**config.mk**
```make
export PLATFORM = sky130hd
export DESIGN_NAME = ifetch
export DESIGN_NICKNAME = d
export VERILOG_FILES = /design/src/rtl/hrm_pkg.sv /design/src/rtl/ifetch_decode.sv /design/src/rtl/ifetch.sv
export SDC_FILE = /design/constraint.sdc
export NUM_CORES = 1
export LEC_CHECK = 0
export ABC_AREA = 1
export ABC_CLOCK_PERIOD_IN_PS = 1100
export CAP_MARGIN = 20
export CORE_MARGIN = 5
export CORE_UTILIZATION = 37
export CTS_CLUSTER_SIZE = 8
export DETAILED_ROUTE_END_ITERATION = 10
export MAX_ROUTING_LAYER = met4
export PLACE_DENSITY = 0.72
export SLEW_MARGIN = 10
export SYNTH_ARGS = -nofsm -noshare
export SYNTH_HDL_FRONTEND = slang
export SYNTH_HIERARCHICAL = 1
export SYNTH_SLANG_ARGS = --single-unit
export TNS_END_PERCENT = 50
```
**constraint.sdc**
```tcl
create_clock -name clk -period 1.1 [get_ports clk]
set_input_delay 0.33 -clock clk [delete_from_list [all_inputs] [get_ports clk]]
set_output_delay 0.33 -clock clk [all_outputs]
set_load 0.03 [all_outputs]
```
**src/rtl/hrm_pkg.sv**
```systemverilog
// Shared HRM CPU definitions: opcode nibbles, default halt opcode, fetch FSM
// states and the two-byte instruction test used by fetch and control.
package hrm_pkg;

  localparam logic [3:0] OP_INBOX    = 4'h0;
  localparam logic [3:0] OP_OUTBOX   = 4'h1;
  localparam logic [3:0] OP_COPYFROM = 4'h2;
  localparam logic [3:0] OP_COPYTO   = 4'h3;
  localparam logic [3:0] OP_ADD      = 4'h4;
  localparam logic [3:0] OP_SUB      = 4'h5;
  localparam logic [3:0] OP_BUMPP    = 4'h6;
  localparam logic [3:0] OP_BUMPN    = 4'h7;
  localparam logic [3:0] OP_JUMP     = 4'h8;
  localparam logic [3:0] OP_JUMPZ    = 4'h9;
  localparam logic [3:0] OP_JUMPN    = 4'hA;
  localparam logic [3:0] OP_HALT     = 4'hF;

  localparam logic [7:0] HALT_OP_DFLT = 8'hFF;

  typedef enum logic [2:0] {
    IDLE,
    WAIT_OP,
    LATCH_OP,
    WAIT_ARG,
    LATCH_ARG,
    READY,
    HALT
  } fetch_state_e;

  // Every instruction from COPYFROM through JUMPN carries an operand byte.
  function automatic logic has_arg_f(input logic [7:0] op);
    return (op[7:4] >= OP_COPYFROM) && (op[7:4] <= OP_JUMPN);
  endfunction

endpackage

```
**src/rtl/ifetch_decode.sv**
```systemverilog
// Combinational opcode classifier shared by fetch and control.
// The is_illegal output is live only when ILLEGAL_TRAP_EN is defined.
module ifetch_decode
  import hrm_pkg::*;
#(
  parameter logic [7:0] HALT_OP = HALT_OP_DFLT
) (
  input  logic [7:0] op,
  output logic       has_arg,
  output logic       is_halt,
  output logic       is_illegal
);

  assign has_arg = has_arg_f(op);
  assign is_halt = (op == HALT_OP);

`ifdef ILLEGAL_TRAP_EN
  // B..E are unassigned; any F-nibble byte other than the real halt is a trap.
  assign is_illegal = ((op[7:4] >= 4'hB) && (op[7:4] <= 4'hE)) ||
                      ((op[7:4] == OP_HALT) && (op != HALT_OP));
`else
  assign is_illegal = 1'b0;
`endif

endmodule

```
**src/rtl/ifetch.sv**
```systemverilog
// HRM instruction fetch stage: reads opcode and optional operand from the
// synchronous program ROM. Optional trap on illegal opcodes: ILLEGAL_TRAP_EN.
module ifetch
  import hrm_pkg::*;
#(
  parameter int         ADDR_W  = 8,
  parameter logic [7:0] HALT_OP = HALT_OP_DFLT
) (
  input  logic              clk,
  input  logic              rst,
  input  logic [ADDR_W-1:0] pc,
  output logic [ADDR_W-1:0] mem_addr,
  input  logic [7:0]        mem_data,
  input  logic              fetch_start,
  output logic              pc_inc,
  output logic [7:0]        ir,
  output logic [7:0]        arg,
  output logic              has_arg,
  output logic              instr_valid,
  output logic              halted,
  output logic              illegal
);

  fetch_state_e state_q, state_d;
  logic [7:0]   ir_q, ir_d;
  logic [7:0]   arg_q, arg_d;
  logic         has_arg_q, has_arg_d;
  logic         halted_q, halted_d;
  logic         dec_has_arg, dec_is_halt, dec_is_illegal;
`ifdef ILLEGAL_TRAP_EN
  logic         illegal_q, illegal_d;
`endif

  ifetch_decode #(.HALT_OP(HALT_OP)) u_decode (
    .op         (mem_data),
    .has_arg    (dec_has_arg),
    .is_halt    (dec_is_halt),
    .is_illegal (dec_is_illegal)
  );

  always_comb begin
    state_d   = state_q;
    ir_d      = ir_q;
    arg_d     = arg_q;
    has_arg_d = has_arg_q;
    halted_d  = halted_q;
`ifdef ILLEGAL_TRAP_EN
    illegal_d = illegal_q;
`endif
    pc_inc    = 1'b0;
    unique case (state_q)
      IDLE:     if (fetch_start) state_d = WAIT_OP;
      WAIT_OP:  state_d = LATCH_OP;
      LATCH_OP: begin
        ir_d      = mem_data;
        has_arg_d = dec_has_arg;
        // Halting without pc_inc leaves PC parked on the offending byte.
        if (dec_is_halt || dec_is_illegal) begin
          halted_d = 1'b1;
`ifdef ILLEGAL_TRAP_EN
          illegal_d = dec_is_illegal;
`endif
          state_d  = HALT;
        end else begin
          pc_inc  = 1'b1;
          state_d = dec_has_arg ? WAIT_ARG : READY;
        end
      end
      WAIT_ARG: state_d = LATCH_ARG;
      LATCH_ARG: begin
        arg_d   = mem_data;
        pc_inc  = 1'b1;
        state_d = READY;
      end
      READY:    if (fetch_start) state_d = WAIT_OP;
      HALT:     state_d = HALT;
      default:  state_d = IDLE;
    endcase
    // PC must not step while the stage is being reset.
    if (rst) pc_inc = 1'b0;
  end

  always_ff @(posedge clk) begin
    if (rst) begin
      state_q   <= IDLE;
      ir_q      <= 8'h00;
      arg_q     <= 8'h00;
      has_arg_q <= 1'b0;
      halted_q  <= 1'b0;
    end else begin
      state_q   <= state_d;
      ir_q      <= ir_d;
      arg_q     <= arg_d;
      has_arg_q <= has_arg_d;
      halted_q  <= halted_d;
    end
  end

`ifdef ILLEGAL_TRAP_EN
  always_ff @(posedge clk) begin
    if (rst) illegal_q <= 1'b0;
    else     illegal_q <= illegal_d;
  end
  assign illegal = illegal_q;
`else
  assign illegal = 1'b0;
`endif

  assign mem_addr    = pc;
  assign ir          = ir_q;
  assign arg         = arg_q;
  assign has_arg     = has_arg_q;
  assign halted      = halted_q;
  assign instr_valid = (state_q == READY);

endmodule

```
==> results of run 1 <==
-- final cells by class --
class / instances / area [sq um]
inverter: 14 / 62.56
clock buffer: 3 / 22.52
timing repair buffer: 58 / 529.3
fill: 260 / 1136
sequential: 21 / 451.7
clock inverter: 1 / 7.507
multi-input combinational: 99 / 509.2
tap: 31 / 38.79
-- timing repair --
| action | CTS | global route |
|---|---|---|
| buffers inserted | 4 | 3 |
| endpoints found under the setup margin | 41 | 40 |
| hold buffers | 0 | 0 |
| gates resized for setup | 77 | 8 |
| cloned | 0 | 1 |
| pin swaps | 10 | 9 |
-- where the power goes --
part           switching [mW]  total [mW]  internal, mW
combinational            1.45        2.65          1.20
sequential              0.283        1.42          1.14
clock                   0.266       0.405         0.139
total                    2.00        4.48          2.48
-- worst max-delay path, cell delays in order --
cell and delay, ns:
clkdlybuf4s15_1 0.19, nand2_1 0.06, inv_1 0.03, nand2_1 0.07, nor2_2 0.06, nor2_2 0.16, nand2_4 0.09, a21oi_4 0.14
buf_6 0.15
-- registers in the layout (all words and copies together), names as in the netlist --
name,cells
arg,8
ir,8
state_q,3
halted,1
has_arg,1
-- through the flow --
stage / TNS (ns) / cells
2_1_floorplan: -0.7838 / 149
3_3_place_gp: -7.938 / 216
6_report: -1.690 / 227
3_5_place_dp: -8.352 / 216
5_1_grt: -3.340 / 227
4_1_cts: -1.756 / 224
-- logic make-up after synthesis --
family,Yosys count
flops,21
other cells,2
simple gates,71
compound gates,26
buf+inv,29
-- per-layer routing --
layer / vias to the layer above / share of wire (%)
li1: 543 / -
met1: 483 / 39
met2: 34 / 52
met3: 13 / 4.7
met4: 0 / 4.1
met5: - / 0
-- worst paths after layout --
kind         cells after the start    endpoint
max                              9      pc_inc
min                              4       ir[0]
max reg2reg                      9  state_q[0]
min reg2reg                      2      halted
-- layout by cell type (no fill, tap or decap), types with 6 or more instances in the layout --
cell type,netlist,layout
nor2_1,38,36
buf_4,10,24
buf_6,4,22
nand2_1,24,20
dfxtp_2,0,19
inv_1,11,11
o21ai_0,9,9
o21ai_1,10,8
buf_2,0,6
==> flow_summary.toml, run 1 <==
[status]
status = "finished, violations left"
violations = "setup timing"

[die]
rows = 19
die_w_microns = 63.62
die-area_sq_um = 4047
ios = 48
initial_core_util_pct = 38.57
die_h_microns = 63.62
core_area_sq_um = 2758

[placed_design]
dpl_cell_area_sq_um = 1409
gp_congestion = 0.7465
hpwlAfterDp_mm = 2.013
preCtsSetupSlack_ns = -0.7860
io_buffers = 30

[drt]
drc_errors = 0
routed_via_density = 4.727
wl_per_cell_microns = 12.96
ant_nets = 0
routed_wl_mm = 2.941
vias = 1073
drtIter0Drc = 23
dr.pass1.iters = 4

[min_path]
hp-class = "in2reg"
hold_start = "mem_data[0]"

[yosys]
yosysMostFrequentCell = "nor2_1"
synth_compound_area_share_pct = 13.53
synth_seq_area_share_pct = 39.53
avgSynthCellArea_sq_um = 7.138
async_flop_share_pct = 0
syn_inst = 149
synth_top_cell_by_area = "dfxtp_1"
synth_common_cells = "nor2_1, nand2_1, dfxtp_1"
yosysWarnings = 6
synth-simple-area-share_pct = 29.06
synth_top_family_by_area = "simple AND/OR/NAND/NOR gates"
synthMuxAreaShare_pct = 0
ys_ff_latch = 21
synth_area_leaders = "dfxtp_1, nor2_1, nand2_1, buf_4, o21ai_1"
synth_area_sq_um = 1064
synthXorXnorAreaFrac_pct = 0
synth_ff_type = "dfxtp_1"
syn_nets = 168
synth_edf_count = 0
synth_adder_area_share_pct = 0
ys_types = 22
synth_top_cell_area_share_pct = 39.53

[cts]
clk_latency_ns = 0.32
cts_buffers = 3
cts_tree = "yes"
clk_pin_slew_ns = 0.13
max-clock-path-buffers = 2
htreeDepth = 1
clock-root-buffer = "clkbuf_4"
clock_sinks = 21

[finish]
final_area_sq_um = 1622
diodes = 0
syn_to_final_growth_pct = 52.47
utilization_pct = 58.80
drive_above_1_share_pct = 50.51
layout.nets = 216

[power]
peakVddDrop_uv = 1551
pwr_density_cell_nw_per_um2 = 2763
p_leak_nw = 0.7862
power.total_mw = 4.480

[global_route]
grt_max_degree = 18
grt_use_total_pct = 14.36
antenna_found_initial = 0
grt_first_pass_wirelength_mm = 4.574
grt_pass1_vias = 1061
grt_overflow = 0
grt_use_met1_pct = 15.34
grt.met2_usage_pct = 23.98
globalRouteMet3Util_pct = 2.131
busiest_layer = "met2"

[timing]
setup_slack_ns = -0.5150
drv_slew = 0
hold_slack_ns = 0.3515
clock-skew-final_ns = 0.007346
fmax_mhz = 619.2
period_share_pct = 146.8
rsz0062_at_grt = "yes"
finalHoldViolCount = 0
setup_viol = 29
fin_crit_ns = 1.615

[critical_path]
cp.required_ns = 0.77
startpoint = "mem_data[1]"
crit_type = "in2out"
end_kind = "output port"
crit_fanout = 2
cp-start-kind = "input port"
r2r_start = "state_q[2]"
reg2reg_slack_ns = -0.04
worst_ep_arrival_time_ns = 1.28

[run]
max-cap-violations = 0
Power figures use the tool's default switching activity.
==> inputs of run 2 (changes only) <==
--- a/config.mk
+++ b/config.mk
@@ -13,7 +13,7 @@
 export CTS_CLUSTER_SIZE = 8
 export DETAILED_ROUTE_END_ITERATION = 10
 export MAX_ROUTING_LAYER = met4
-export PLACE_DENSITY = 0.72
+export PLACE_DENSITY = 0.75
 export SLEW_MARGIN = 10
 export SYNTH_ARGS = -nofsm -noshare
 export SYNTH_HDL_FRONTEND = slang
==> flow_summary.toml, run 2 (same netlist as run 1, synthesis figures left out) <==
[status]
status = "finished, violations left"
violations = "setup timing"

[timing]
setup_slack_ns = -0.4993
fin_crit_ns = 1.599
fmax_mhz = 625.3
rsz0062_at_grt = "yes"
setup_tns_ns = -2.366
period_share_pct = 145.4
drv_slew = 0
setup_viol = 39
clock-skew-final_ns = 0.003007
hold_slack_ns = 0.3341
finalHoldViolCount = 0

[finish]
diodes = 0
final_cell_mix = "nor2_1, buf_6, buf_4"
final_area_sq_um = 1754
layout.nets = 221
syn_to_final_growth_pct = 64.94
final_common_cell = "nor2_1"
drive_above_1_share_pct = 57.21
stdcell_count = 232

[global_route]
antenna_found_initial = 0
grt_first_pass_wirelength_mm = 4.836
grt_overflow = 0
grt_use_total_pct = 15.29
grt_pass1_vias = 1118
grt_max_degree = 14

[critical_path]
cp.required_ns = 0.77
end_kind = "output port"
worst_ep_arrival_time_ns = 1.27
crit_fanout = 3
rr_endpoint = "state_q[2]"
r2r_start = "state_q[0]"
reg2reg_slack_ns = -0.11
crit_type = "reg2out"
cp-start-kind = "flop"
reg2regPathDepth = 8

[die]
die_w_microns = 63.62
rows = 19
core_area_sq_um = 2758
initial_core_util_pct = 38.57
ios = 48
die-area_sq_um = 4047
die_h_microns = 63.62

[placed_design]
dpl_cell_area_sq_um = 1424
io_buffers = 30
hpwlAfterDp_mm = 1.902
gp_congestion = 0.8431
dp_cells = 218

[min_path]
holdPathStages = 4
hold_start = "mem_data[4]"
hp-class = "in2reg"
worst_hold_path.endpoint = "arg[4]"

[drt]
wl_per_cell_microns = 13.16
dr.pass1.iters = 4
ant_nets = 0
vias = 1101
drtIter0Drc = 16
routed_wl_mm = 3.053
drc_errors = 0
routed_via_density = 4.746

[power]
power.total_mw = 4.716
pwr_density_cell_nw_per_um2 = 2688
peakVddDrop_uv = 1851
p_leak_nw = 0.8568

[cts]
clk_latency_ns = 0.32
cts_tree = "yes"
clock_sinks = 21
max-clock-path-buffers = 2
cts_buffers = 3
clock-root-buffer = "clkbuf_4"
htreeDepth = 1
clk_pin_slew_ns = 0.13

[run]
max-cap-violations = 0
run 2: changes by cell type in the layout (fill, tap and decap cells not counted), moves of 2 or more:
cell / delta
buf_2: -5
buf_6: +9
inv_4: +2
nand2_1: -4
nand2_2: +4
nor2_4: +2
o21ai_0: -6
o21ai_1: +2
o21ai_2: +4
run 2: critical path, stage by stage (launching register included):
cell     delay (ns)
dfxtp_2        0.36
inv_2          0.08
nand2_4        0.07
nor2_8         0.09
nand2_4        0.07
a21oi_4        0.13
buf_6          0.15
run 2: how the worst max path moves through the flow:
| stage | startpoint | end | slack [ns] | cells past startpoint |
|---|---|---|---|---|
| 2_1_floorplan | state_q[1] | pc_inc | -0.22 | 5 |
| 5_1_grt | state_q[1] | pc_inc | -0.58 | 4 |
| 3_3_place_gp | mem_data[5] | pc_inc | -0.76 | 9 |
| 6_report | state_q[2] | pc_inc | -0.50 | 6 |
| 3_5_place_dp | mem_data[5] | pc_inc | -0.76 | 9 |
| 4_1_cts | state_q[2] | pc_inc | -0.49 | 6 |
run 2: repair_timing:
action	CTS	global route
cloned	0	0
buffers inserted	9	6
pin swaps	12	12
hold buffers	0	0
gates resized for setup	84	29
setup endpoints to repair	41	41
run 2: layout make-up:
cell class,instances,area (sq um)
fillers,215,1003
repair buffers,63,615.6
multi-input cells,99,555.5
flip-flops and latches,21,451.7
inverters,14,62.56
well taps,31,38.79
clock buffers,3,22.52
clock inverters,1,7.507
run 2: per-stage QoR:
stage / util (%) / setup slack [ns]
2_1_floorplan: - / -0.2170
3_3_place_gp: 51.63 / -0.7625
3_5_place_dp: 51.63 / -0.7632
4_1_cts: 60.07 / -0.4864
5_1_grt: 63.61 / -0.5765
6_report: 63.61 / -0.4993
run 2: power breakdown:
group          internal [mW]  switching (mW)  total (mW)
Combinational           1.32            1.57        2.89
Sequential              1.14           0.288        1.43
Clock                  0.139           0.265       0.405
run 2: per-layer routing:
metal / share of wire, % / wire length [microns] / GRT usage [%] / up-vias
met5: 0 / 0 / - / -
met4: 3.0 / 91 / 7.792 / 0
met3: 4.7 / 145 / 3.730 / 9
met2: 51 / 1542 / 25.89 / 25
met1: 42 / 1273 / 16.40 / 513
li1: - / - / - / 554
==> inputs of run 3 (changes only) <==
--- a/config.mk
+++ b/config.mk
@@ -6,14 +6,14 @@
 export NUM_CORES = 1
 export LEC_CHECK = 0
 export ABC_AREA = 1
-export ABC_CLOCK_PERIOD_IN_PS = 1100
+export ABC_CLOCK_PERIOD_IN_PS = 1800
 export CAP_MARGIN = 20
 export CORE_MARGIN = 5
-export CORE_UTILIZATION = 37
+export CORE_UTILIZATION = 41
 export CTS_CLUSTER_SIZE = 8
 export DETAILED_ROUTE_END_ITERATION = 10
 export MAX_ROUTING_LAYER = met4
-export PLACE_DENSITY = 0.75
+export PLACE_DENSITY = 0.79
 export SLEW_MARGIN = 10
 export SYNTH_ARGS = -nofsm -noshare
 export SYNTH_HDL_FRONTEND = slang
==> constraint.sdc (replaced) <==
create_clock -name clk -period 1.8 [get_ports clk]
set_input_delay 0.54 -clock clk [delete_from_list [all_inputs] [get_ports clk]]
set_output_delay 0.54 -clock clk [all_outputs]
set_load 0.03 [all_outputs]
==> flow_summary.toml, run 3 (same netlist as run 1, synthesis figures left out) <==
[status]
status = "finished, violations left"
violations = "setup timing"

[critical_path]
crit_fanout = 2
end_kind = "output port"
cp.required_ns = 1.26
reg2regPathDepth = 14
startpoint = "mem_data[2]"
worst_ep_arrival_time_ns = 1.35
r2r_start = "state_q[2]"
crit_end = "pc_inc"
rr_endpoint = "state_q[0]"
slowest_stage = "a21oi_4"
cp-start-kind = "input port"
reg2reg_slack_ns = 0.02
cp.depth = 9
slowest_delay_ns = 0.14
crit_chain = "buf_6 > nand2_4 > inv_2 > nand2_2 > nor2_2 > nor2_2 > nand2_2 > a21oi_4 > buf_6"
critPathBufInv = 3
path_delay_family = "simple AND/OR/NAND/NOR gates"
crit_type = "in2out"

[timing]
drv_slew = 0
setup_viol = 2
fin_crit_ns = 1.886
fmax_mhz = 530.1
clock-skew-final_ns = 0.002108
period_share_pct = 104.8
finalHoldViolCount = 0
rsz0062_at_grt = "yes"
hold_slack_ns = 0.4624
setup_slack_ns = -0.08641

[die]
die_w_microns = 60.93
initial_core_util_pct = 42.93
ios = 48
rows = 18
die_h_microns = 60.93
core_area_sq_um = 2477
die-area_sq_um = 3712

[run]
max-cap-violations = 0

[finish]
drive_above_1_share_pct = 33.16
utilization_pct = 62.17
final_common_cell = "nor2_1"
nFillCells = 213
layout.nets = 213
final_cell_mix = "nor2_1, buf_4, dfxtp_1, dlygate4sd2_1, nand2_1"
register_area_sq_um = 431.7
diodes = 0
syn_to_final_growth_pct = 44.82
multi_input_area_sq_um = 506.7

[cts]
htreeDepth = 1
cts_tree = "yes"
clk_pin_slew_ns = 0.11
postCtsHoldBufs = 0
cts_buffers = 3
clock_sinks = 21
max-clock-path-buffers = 2
clk_latency_ns = 0.29
clock-root-buffer = "clkbuf_4"

[placed_design]
gp_congestion = 0.7912
preCtsSetupSlack_ns = -0.4657
hpwlAfterDp_mm = 1.972
io_buffers = 30

[drt]
vias = 1071
routed_via_density = 4.803
dr.pass1.iters = 4
wl_per_cell_microns = 12.34
ant_nets = 0
drc_errors = 0
routed_wl_mm = 2.752
drtIter0Drc = 22

[power]
combPwrFrac_pct = 55.5
seqPwrFrac_pct = 35.1
p_leak_nw = 0.7926
p_sw_mw = 1.084
pwr_density_cell_nw_per_um2 = 1517
netSwitchingFraction_pct = 46.42
intPower_mw = 1.252
pwr-share-clk_pct = 9.4
power.total_mw = 2.336
peakVddDrop_uv = 1200

[min_path]
hp-class = "reg2reg"

[global_route]
grt_pass1_vias = 988
grt_use_total_pct = 15.56
grt_max_degree = 13
antenna_found_initial = 0
grt_first_pass_wirelength_mm = 4.340
grt_overflow = 0
==> run 3: worst min path at each step <==
stage,start,endpoint,slack (ns),cells after the start
5_1_grt,has_arg,has_arg,0.51,2
3_5_place_dp,halted,halted,0.45,2
3_3_place_gp,halted,halted,0.45,2
4_1_cts,halted,halted,0.47,2
2_1_floorplan,has_arg,has_arg,0.58,2
6_report,halted,halted,0.46,2
==> run 3: worst register-to-register path, delay by kind of cell, from the launching register on <==
kind          cells  cell delay, ns
simple gates      6            0.42
flops             1            0.37
buf+inv           8            0.95
==> run 3: final cells by class <==
class                      instances  area share (%)
multi-input combinational         99           32.90
sequential                        21           28.03
clock buffer                       4           1.706
tap                               30           2.437
timing repair buffer              55           31.19
inverter                          14           3.737
==> run 3: power groups by stage <==
| stage | logic [mW] | clock network, mW | registers, mW |
|---|---|---|---|
| 4_1_cts | 1.24 | 0.235 | 0.818 |
| 6_report | 1.30 | 0.219 | 0.821 |
| 3_5_place_dp | 1.28 | 0 | 0.821 |
| 5_1_grt | 1.43 | 0.255 | 0.847 |
| 3_3_place_gp | 1.25 | 0 | 0.810 |
| 2_1_floorplan | 0.700 | 0 | 1.04 |
==> run 3: layer usage <==
metal,vias to the layer above,routed length (microns),GRT usage (%)
li1,539,-,-
met1,494,1172,17.94
met2,32,1376,25.65
met3,6,154,2.979
met4,0,48,7.740
met5,-,0,-
==> run 3: repair_timing <==
action	CTS	global route
resized for setup	70	10
setup buffers	8	2
cloned	0	0
endpoints found under the setup margin	20	3
pin swaps	10	4
==> run 3: stage by stage <==
step	cells	area, sq um	setup TNS, ns
after floorplan	149	1067	0
after global placement	209	1400	-0.4979
after detailed placement	209	1400	-0.5992
after CTS	221	1494	-0.09999
after global routing	223	1540	-0.2287
final	223	1540	-0.1294
==> RTL edit 1, RTL diff (settings of run 2) <==
`ADDR_W`: 8 -> 7.
--- a/src/rtl/ifetch.sv
+++ b/src/rtl/ifetch.sv
@@ -3,7 +3,7 @@
 module ifetch
   import hrm_pkg::*;
 #(
-  parameter int         ADDR_W  = 8,
+  parameter int         ADDR_W  = 7,
   parameter logic [7:0] HALT_OP = HALT_OP_DFLT
 ) (
   input  logic              clk,
Interface: changed (resized mem_addr and pc); port bits go from 48 to 46. The function was not compared with the original's and may differ.
==> RTL edit 1 against run 2 <==
Sequential cell count is the same; synthesized cell count shrank 0.67%; clock skew shrank 2.0 ps; die area shrank 0.60%; clock power shrank 9.1%; setup slack gained 29 ps; maximum frequency grew 1.9%; synthesized area shrank 0.71%; first-iteration DRC count shrank 19%; critical path depth grew 3; final area grew 3.8%; power grew 3.0%; routed wire length is essentially flat; the run still ends with negative setup slack left; largest cell class unchanged.
==> RTL edit 1: results (changes against run 2) <==
route:
  post_drt_wl_per_cell_um: 13.1  # -0.79%
  drt_iter0_drc: 13  # -3
  drtPass1Iterations: 4  # unchanged
  via_per_inst: 4.76  # +0.23%
global_route:
  grt.total_usage_pct: 15.2  # -0.050 points
  grt_first_pass_wirelength_um: 4860  # +0.58%
  grt_max_degree: 18  # +4
  antenna_found_initial: 0  # unchanged
worst_setup_path:
  crit_arrival_ps: 1240  # -30 ps
  critPathMaxFanout: 2  # -1
cells_and_area:
  n_antenna_cell: 0  # unchanged
  layout-drive-gt1-share_pct: 59.6  # +2.4 points
  n_fill_cell: 205  # -4.7%
  layout.nets: 222  # +0.45%
  stdcell_count: 234  # +0.86%
sta:
  finalSetupViolations: 35  # -10%
  setup-tns-final_ps: -2160  # +210 ps
  finalClockSkew_ps: 1.05  # -1.95 ps
  finalWorstSetupSlack_ps: -470  # +29.3 ps
yosys:
  synth_compound_area_share_pct: 13.6  # +0.096 points
  syn_avg_cell_area_um2: 7.14  # about the same
  synth.area.top_cells: "dfxtp_1 40%, nor2_1 14%, nand2_1 8.5%"
  synthXorXnorAreaFrac_pct: 0  # unchanged
  synthesis.nets: 166  # -1.2%
  async_reset_ff_share_pct: 0  # unchanged
  synthMuxAreaShare_pct: 0  # unchanged
  synth_commonest_cells: "38 x nor2_1, 24 x nand2_1, 21 x dfxtp_1"
  synth-main-ff-cell: "dfxtp_1"
  ys_seq_area_share_pct: 39.8  # +0.28 points
  yosys_warnings: 6  # unchanged
place:
  dpl_cell_area_mm2: 0.00140  # -1.4%
  preCtsSetupSlack_ps: -808  # -44.5 ps
  io_buffers: 30  # unchanged
  gp_congestion: 0.817  # -3.1%
  post-dp-hpwl_um: 1880  # -1.3%
cts:
  cts_root_buf: "clkbuf_4"
  cts_buffers: 3  # unchanged
  clkLatencyLatePin_ps: 300  # -20 ps
  clk_pin_slew_ps: 110  # -20 ps
  htree_levels: 1  # unchanged
  clk_path_buf_depth: 2  # unchanged
run_status:
  violations: "negative setup slack"
  outcome: "complete, but fails checks"
min_path:
  hold_class: "primary input to flop"
power_and_ir_drop:
  power_density_mw_per_mm2: 2670  # -0.79%
  switching_power_uw: 2140  # +1.1%
  pg_comb_uw: 3030  # +5%
  p_sw_share_pct: 44.1  # -0.81 points
  irDropWorstVdd_mv: 1.90  # +2.9%
  power.leakage_uw: 0.000866  # +1.1%
  clkPwrFrac_pct: 7.6  # -1.0 points
## RTL edit 1: cell types whose count changed in the layout (fill, tap and decap cells not counted), moves of 2 or more
cell             change
buf_6                -3
nor2_1               -4
o21ai_2              +4
nand2_4              +3
nand3_2              -2
nor2_2               +4
nand3_1              +2
clkdlybuf4s15_1      +2
buf_8                +4
nand2_2              -4
o21ai_0              -3
o21ai_1              -2
## RTL edit 1: final timing paths
| path | depth (start not counted) | to | slack [ps] | from |
|---|---|---|---|---|
| worst max-delay path | 9 | pc_inc | -470 | mem_data[6] |
| worst max register to register | 8 | ir[2]$_SDFFE_PP0P_ | -100 | state_q[2]$_SDFFE_PP0P_ |
| worst min register to register | 2 | halted$_SDFFE_PP0P_ | 470 | halted$_SDFFE_PP0P_ |
| worst min-delay path | 3 | arg[4]$_SDFFE_PP0N_ | 270 | mem_data[4] |
## RTL edit 1: critical path, stage by stage
cell and delay [ps]:
clkdlybuf4s15_1 200, nand2_1 70, inv_1 60, nand2_1 60, nor2_2 190, nor2_4 60, nand2_4 80, a21oi_4 50
buf_6 140
## RTL edit 1: area by class of cell
cell class | count | share of cell area (%)
timing repair buffer | 65 | 35.2
multi-input combinational | 99 | 32.6
sequential | 21 | 24.8
inverter | 14 | 3.71
tap | 31 | 2.13
clock buffer | 3 | 1.24
clock inverter | 1 | 0.275
## RTL edit 1: timing repair
action | CTS | global route
setup endpoints to repair | 41 | 41
cloned | 0 | 1
gates resized for setup | 94 | 39
pin swaps | 12 | 9
buffers inserted | 15 | 6
## RTL edit 1: metal layers
metal	vias up	global-route usage [%]	wire, um
met2	22	27.3	1680
met1	530	15.9	1200
met5	-	-	0
li1	557	-	-
met3	4	3.37	130
met4	0	6.23	50
==> RTL edit 2, RTL diff (settings of run 2) <==
Made on the original files. Re-encode `fetch_state_e` (7 states) as one-hot, 7 bits wide.
--- a/src/rtl/hrm_pkg.sv
+++ b/src/rtl/hrm_pkg.sv
@@ -17,14 +17,14 @@
 
   localparam logic [7:0] HALT_OP_DFLT = 8'hFF;
 
-  typedef enum logic [2:0] {
-    IDLE,
-    WAIT_OP,
-    LATCH_OP,
-    WAIT_ARG,
-    LATCH_ARG,
-    READY,
-    HALT
+  typedef enum logic [6:0] {
+    IDLE      = 7'b0000001,
+    WAIT_OP   = 7'b0000010,
+    LATCH_OP  = 7'b0000100,
+    WAIT_ARG  = 7'b0001000,
+    LATCH_ARG = 7'b0010000,
+    READY     = 7'b0100000,
+    HALT      = 7'b1000000
   } fetch_state_e;
 
   // Every instruction from COPYFROM through JUMPN carries an operand byte.
Formal check against the unedited RTL: same outputs for any inputs over 10 cycles, from zero or initial values and one cycle with rst high; not proved beyond that.
==> RTL edit 2 against run 2 <==
The run still ends with negative setup slack left; routed wire length increased by 12%; count of clock-buffer cells in the layout increased by 1; clock skew increased by 2.4 ps; final area increased by 12%; synthesized area increased by 15%; sequential cell count increased by 4; register-to-register slack got worse by 280 ps; setup slack got worse by 160 ps.
Power is left out: it rests on default switching activity, and per cell area and clock period it moved more than threefold.
==> RTL edit 2: results (changes against run 2) <==
min_path:
  hold_class: "flop to flop"
  hold_path.startpoint: "arg[5]$_SDFFE_PP0N_"
  min_path_cells: 2  # -2
  hold_end: "arg[5]$_SDFFE_PP0N_"
sta:
  holdWs_ps: 476  # +142 ps
  finalSetupViolations: 43  # +10%
  finalClockSkew_ps: 5.39  # +2.38 ps
  finalWorstSetupSlack_ps: -659  # -159 ps
yosys:
  synth_edf_count: 0  # unchanged
  synthesis.nets: 190  # +13%
  synth.area.top_cells: "dfxtp_1 41%, nand2_1 11%, nor2_1 8.3%"
  ys_types: 22  # unchanged
  ys_seq_area_share_pct: 40.9  # +1.4 points
  synth_commonest_cells: "35 x nand2_1, 27 x nor2_1, 25 x dfxtp_1"
cts:
  post_cts_buffers: 11  # +2
  clkLatencyLatePin_ps: 310
  clk_pin_slew_ps: 120
  cts_resized: 65  # -23%
  htree_levels: 1  # unchanged
worst_setup_path:
  r2r_end: "ir[1]$_SDFFE_PP0P_"
  crit_start: "state_q[4]$_SDFFE_PP0P_"
  cpPeakStageDelay_ps: 350
  endpoint: "pc_inc"
  critPathMaxFanout: 2  # -1
  rr_startpoint: "state_q[6]$_SDFFE_PP0P_"
  crit_arrival_ps: 1430  # +160 ps
  rrSetupSlack_ps: -390  # -280 ps
  critical-path-slowest-cell: "dfxtp_2"
  r2r_cells: 12  # +4
  cpLargestDelayFamily: "flip-flops"
route:
  met3_length_um: 194  # +34%
  dr_wl_met2_um: 1680  # +9.1%
  via_per_inst: 4.57  # -3.7%
  drtPass1Iterations: 4  # unchanged
  drt_iter0_drc: 61  # +45
  m1WireLength_um: 1420  # +11%
  post_drt_wl_per_cell_um: 12.4  # -5.7%
cells_and_area:
  layout.nets: 251  # +14%
  n_fill_cell: 256  # +19%
  layout-drive-gt1-share_pct: 55.0  # -2.2 points
global_route:
  grt_first_pass_wirelength_um: 5270  # +9.0%
  grt.total_usage_pct: 16.0  # +0.75 points
  grt_max_degree: 14  # unchanged
  use_met2_pct: 23.9  # -2.0 points
  use_met1_pct: 20.7  # +4.3 points
  grt_pass1_vias: 1137  # +1.7%
  grt_use_met3_pct: 3.16  # -0.57 points
place:
  post-dp-hpwl_um: 2340  # +23%
  gp_congestion: 0.894  # +6.0%
run_status:
  violations: "negative setup slack"
  outcome: "complete, but fails checks"
-- RTL edit 2: metrics by stage --
stage | instances | instance area (um^2) | setup slack, ps | setup TNS, ps
3_5_place_dp | 257 | 1650 | -730 | -9290
4_1_cts | 271 | 1890 | -638 | -5700
5_1_grt | 275 | 1970 | -770 | -12040
2_1_floorplan | 171 | 1260 | -375 | -809
3_3_place_gp | 257 | 1650 | -679 | -9030
6_report | 275 | 1970 | -659 | -8990
-- RTL edit 2: cells by family after synthesis --
group           after synthesis  synth area share (%)
buf+inv                      35                  15.8
flops                        25                  40.9
compound gates               23                  11.7
simple gates                 86                  31.0
other cells                   2                 0.614
-- RTL edit 2: layout make-up --
cell class,instances,share of cell area (%)
Clock buffer,4,1.33
Inverter,19,3.80
Multi-Input combinational cell,111,31.8
Sequential cell,25,26.9
Tap cell,44,2.79
Timing Repair Buffer,72,33.4
-- RTL edit 2: worst min-delay path, stage by stage, from the launching register on --
cell	delay, ps
dfxtp_2	350
nand2_2	60
a21oi_2	40
